**src/rtl/uart_tx.sv**
```systemverilog
// rtl/uart_tx.sv - 8N1/8N2 UART transmitter with valid/ready byte input
//
// Purpose: accepts one byte per data_valid/ready handshake and serialises it
// on tx as start bit, 8 data bits LSB first, optional even parity bit, and
// STOP_BITS stop bits. Each bit lasts BIT_CLK clock cycles.
//
// Optional feature macro: UART_TX_PARITY_EN (inserts an even-parity bit
// between the data bits and the stop bits).
//
// Ports:
//   clk        in   1  system clock, rising edge
//   rst_n      in   1  asynchronous active-low reset
//   data       in   8  byte to send, sampled on handshake only
//   data_valid in   1  upstream has a byte
//   ready      out  1  transmitter can accept a byte (IDLE only)
//   tx         out  1  serial line, idle high, registered
//   busy       out  1  frame in progress
module uart_tx #(
  parameter int CLK_HZ      = 66_000_000,
  parameter int BITRATE_BPS = 9_600,
  parameter int STOP_BITS   = 1,
  parameter int BIT_CLK     = CLK_HZ / BITRATE_BPS
) (
  input  logic       clk,
  input  logic       rst_n,
  input  logic [7:0] data,
  input  logic       data_valid,
  output logic       ready,
  output logic       tx,
  output logic       busy
);

  localparam int               CNT_W     = (BIT_CLK > 1) ? $clog2(BIT_CLK) : 1;
  localparam logic [CNT_W-1:0] CNT_LAST  = CNT_W'(BIT_CLK - 1);
  localparam logic [2:0]       STOP_LAST = 3'(STOP_BITS - 1);

  typedef enum logic [2:0] {
    S_IDLE   = 3'd0,
    S_START  = 3'd1,
    S_DATA   = 3'd2,
    S_STOP   = 3'd3
`ifdef UART_TX_PARITY_EN
    , S_PARITY = 3'd4
`endif
  } state_e;

  state_e           state_q, state_d;
  logic [CNT_W-1:0] bit_cnt_q, bit_cnt_d;
  logic [2:0]       bit_idx_q, bit_idx_d;
  logic [7:0]       shift_q, shift_d;
  logic             tx_q, tx_d;
  logic             ready_q, ready_d;
  logic             busy_q, busy_d;
`ifdef UART_TX_PARITY_EN
  logic             parity_q, parity_d;
`endif

  logic accept;
  logic bit_end;

  assign accept  = data_valid && ready_q;
  assign bit_end = (bit_cnt_q == CNT_LAST);

  // State and datapath registers
  always_ff @(posedge clk or negedge rst_n) begin
    if (!rst_n) begin
      state_q   <= S_IDLE;
      bit_cnt_q <= '0;
      bit_idx_q <= '0;
      shift_q   <= '0;
      tx_q      <= 1'b1;
      ready_q   <= 1'b0;
      busy_q    <= 1'b0;
`ifdef UART_TX_PARITY_EN
      parity_q  <= 1'b0;
`endif
    end else begin
      state_q   <= state_d;
      bit_cnt_q <= bit_cnt_d;
      bit_idx_q <= bit_idx_d;
      shift_q   <= shift_d;
      tx_q      <= tx_d;
      ready_q   <= ready_d;
      busy_q    <= busy_d;
`ifdef UART_TX_PARITY_EN
      parity_q  <= parity_d;
`endif
    end
  end

  // Next-state logic
  always_comb begin
    state_d = state_q;
    case (state_q)
      S_IDLE:  if (accept) state_d = S_START;
      S_START: if (bit_end) state_d = S_DATA;
      S_DATA: begin
        if (bit_end && bit_idx_q == 3'd7) begin
`ifdef UART_TX_PARITY_EN
          state_d = S_PARITY;
`else
          state_d = S_STOP;
`endif
        end
      end
`ifdef UART_TX_PARITY_EN
      S_PARITY: if (bit_end) state_d = S_STOP;
`endif
      S_STOP:  if (bit_end && bit_idx_q == STOP_LAST) state_d = S_IDLE;
      default: state_d = S_IDLE;
    endcase
  end

  // Output / datapath next values; outputs are registered from the next
  // state so tx, ready and busy change on the same edge as the state.
  always_comb begin
    bit_cnt_d = (state_q == S_IDLE || bit_end) ? '0 : bit_cnt_q + 1'b1;
    // Index counts data bits in DATA and stop bits in STOP; any state
    // change restarts it.
    if (state_d != state_q) begin
      bit_idx_d = '0;
    end else if (bit_end) begin
      bit_idx_d = bit_idx_q + 3'd1;
    end else begin
      bit_idx_d = bit_idx_q;
    end

    shift_d = shift_q;
    if (state_q == S_IDLE && accept) begin
      shift_d = data;
    end else if (state_q == S_DATA && bit_end) begin
      shift_d = {1'b0, shift_q[7:1]};
    end

`ifdef UART_TX_PARITY_EN
    parity_d = parity_q;
    if (state_q == S_IDLE && accept) begin
      parity_d = ^data;
    end
`endif

    case (state_d)
      S_START:  tx_d = 1'b0;
      S_DATA:   tx_d = shift_d[0];
`ifdef UART_TX_PARITY_EN
      S_PARITY: tx_d = parity_q;
`endif
      default:  tx_d = 1'b1;
    endcase

    ready_d = (state_d == S_IDLE);
    busy_d  = (state_d != S_IDLE);
  end

  assign tx    = tx_q;
  assign ready = ready_q;
  assign busy  = busy_q;

endmodule

```
**config.mk**
```make
export PLATFORM = sky130hd
export DESIGN_NAME = uart_tx
export DESIGN_NICKNAME = d
export VERILOG_FILES = /design/src/rtl/uart_tx.sv
export SDC_FILE = /design/constraint.sdc
export NUM_CORES = 1
export LEC_CHECK = 0
export CAP_MARGIN = 10
export CORE_UTILIZATION = 50
export DETAILED_ROUTE_END_ITERATION = 6
export GPL_ROUTABILITY_DRIVEN = 0
export GPL_TIMING_DRIVEN = 0
export PLACE_DENSITY_LB_ADDON = 0.08
export SYNTH_ARGS = -nofsm -noshare
export SYNTH_HDL_FRONTEND = slang
export SYNTH_SLANG_ARGS = --single-unit
export TNS_END_PERCENT = 50
```
**constraint.sdc**
```tcl
create_clock -name clk -period 2.22 [get_ports clk]
set_input_delay 0.555 -clock clk [delete_from_list [all_inputs] [get_ports clk]]
set_output_delay 0.555 -clock clk [all_outputs]
set_load 0.02 [all_outputs]
```
==> results of run 1 <==
-- kinds of logic (layout without fill, tap and decap cells) --
family / Yosys count / in the layout / share of synthesized area
buffers and inverters: 13 / 37 / 0.0362
other: 1 / 1 / 0.00258
xor gates and xnor gates: 11 / 11 / 0.0664
muxes: 1 / 1 / 0.00690
and+or+nand+nor: 68 / 68 / 0.226
adders and majority gates: 5 / 5 / 0.0431
DFF: 30 / 30 / 0.518
AOI/OAI and AO/OA: 20 / 20 / 0.101
-- power by group --
group	internal, mW	leakage [nW]	total (mW)	switching [mW]
sequential	0.621	0.390	0.667	0.0462
clock	0.153	0.0353	0.338	0.184
combinational	0.107	0.354	0.216	0.110
-- synthesized netlist by cell type (2+ instances only) --
master,count,share of area
dfrtp_1,29,0.50
nand2_1,21,0.054
nor2_1,21,0.054
a22oi_1,6,0.031
inv_1,6,0.016
nand3_1,6,0.021
xor2_1,6,0.036
ha_1,5,0.043
xnor2_1,5,0.030
and3_1,4,0.017
clkbuf_1,4,0.010
a21oi_1,3,0.010
nor3_1,3,0.010
nor4_1,3,0.013
a221o_1,2,0.014
buf_2,2,0.0069
nand2b_1,2,0.0086
o21ai_0,2,0.0069
or3_1,2,0.0086
-- flip-flops by register name, summed over array words and instances, names as in the netlist --
| register | cells |
|---|---|
| bit_cnt_q | 13 |
| shift_q | 8 |
| bit_idx_q | 3 |
| state_q | 3 |
| busy | 1 |
| ready | 1 |
| tx | 1 |
-- metal layers --
metal / routed length [um] / vias to the layer above / global-route usage
met1: 1260 / 530 / 0.257
met4: 55 / 0 / 0.0941
met2: 1180 / 14 / 0.293
met5: 0 / - / 0
li1: - / 550 / -
met3: 82 / 8 / 0.0512
-- worst max-delay path, stage by stage, from the launching register on --
cell and delay (ns):
dfrtp_1 0.41, nand4bb_1 0.30, or3_4 0.45, a221o_1 0.37
or3_1 0.35, o21a_1 0.17
-- worst paths after layout --
check                                to  depth (start not counted)  slack [ns]
min reg2reg                  shift_q[2]                          2        0.49
min in group asynchronous  bit_cnt_q[2]                          1        0.61
max in group asynchronous            tx                          2        1.03
max                                  tx                          5        0.11
max reg2reg                          tx                          5        0.11
min                          shift_q[2]                          2        0.49
-- timing repair --
| action | CTS | global route |
|---|---|---|
| setup buffers | 1 | 2 |
| gates resized for setup | 1 | 2 |
| pin swaps | 0 | 2 |
| setup endpoints to repair | 2 | 12 |
-- final cells by class --
cell class                      count  share of cell area
Multi-Input combinational cell    106               0.381
Timing Repair Buffer               17               0.103
Clock inverter                      1             0.00287
Buffer                              6              0.0144
Clock buffer                        7              0.0316
Sequential cell                    30               0.431
Tap cell                           31              0.0223
Inverter                            6              0.0129
==> reports/results.ini, run 1 <==
[die]
die_area_um2 = 3120
rows = 19
core_area_um2 = 2760
start_util = 0.526
die_w_um = 55.9
pin_count = 14
die_h_um = 55.9

[clock_tree]
htreeDepth = 2
cts_buffers = 5
cts_tree = done
clock_sinks = 30
cts_root_buf = clkbuf_4
hold_buffers = 0
path_clk_slew_ns = 0.10
clock_latency_ns = 0.32
cts_max_path_buffers = 2

[timing]
hold_violations = 0
rsz0062_at_grt = yes
slew_violations = 0
holdWs_ns = 0.495
period_share = 0.950
tns_ns = 0
slew-limit-headroom = 0.590
min_period_ns = 2.11
tightest_slew_ns = 0.613
fmax_mhz = 474
finClkSkew_ns = 0.00700
finalSetupViolations = 0
setup_slack_ns = 0.110

[logic_synthesis]
async_reset_ff_frac = 1.00
syn-mean-instance-area_um2 = 9.74
syn_inst = 149
synth_nets = 165
synth_warnings = 0
ys.flop_type = dfrtp_1
yosysUniqueCellTypes = 36
ys_ff_latch = 30
synth-edff-count = 0
syn_area_um2 = 1450
ys_seq_area_frac = 0.518

[finish]
layout-drive-gt1-share = 0.116
post-route-util = 0.632
ff_latch_area_um2 = 752
syn_to_final_growth_pct = 20.1
multi_input_area_um2 = 664
final_cell_mix = dfrtp_1 (29), nand2_1 (21), nor2_1 (21)
final_common_cell = dfrtp_1
diodes = 0
nNetsFinal = 188
finalNonFillerCells = 204
design_area_um2 = 1740
fillers = 233

[route]
vias = 1102
avgRoutedWirePerCell_um = 12.6
wl_um = 2570
first_iter_violations = 36
firstDrtPassIters = 4
via_per_inst = 5.40
ant_nets = 0
drt_drc_violations_left = 0

[hold_path]
min_from = shift_q[2]
hp-class = register to register

[grt]
antenna_found_initial = 0
grt_pass1_wl_um = 4610
grt_overflow_total = 0
grt_pass1_vias = 1091
grt_max_degree = 20
track_usage = 0.192

[critical_path]
path_max_fanout = 4
r2r-start = bit_cnt_q[10]
crit_path_end_kind = register
startpoint = bit_cnt_q[10]
cp.required_ns = 2.49
start_kind = register
arrival_ns = 2.37
critPathKind = register to register

[pwr]
p_per_area_nw_per_um2 = 701
p_leak_nw = 0.779
ir_drop_mv = 0.556
p_total_mw = 1.22

[placed_design]
dpl_cell_area_um2 = 1650
placed_cells = 194
port_buffers = 13
dp_worst_setup_slack_ns = -0.266
hpwl_um = 1900

[run]
drv_cap = 0

[status]
outcome = completed

Note: power is estimated with default switching activity, not from simulation.
==> inputs of run 2 (changes only) <==
Settings changed: CTS_CLUSTER_SIZE set to 28.
==> results of run 2 <==
Same layout as run 1: the final DEF is identical, and so are final timing and power.
==> inputs of run 3 (changes only) <==
Settings changed: CTS_CLUSTER_SIZE 28 to not set.
==> results of run 3 <==
Same layout as run 1: the final DEF is identical, and so are final timing and power.
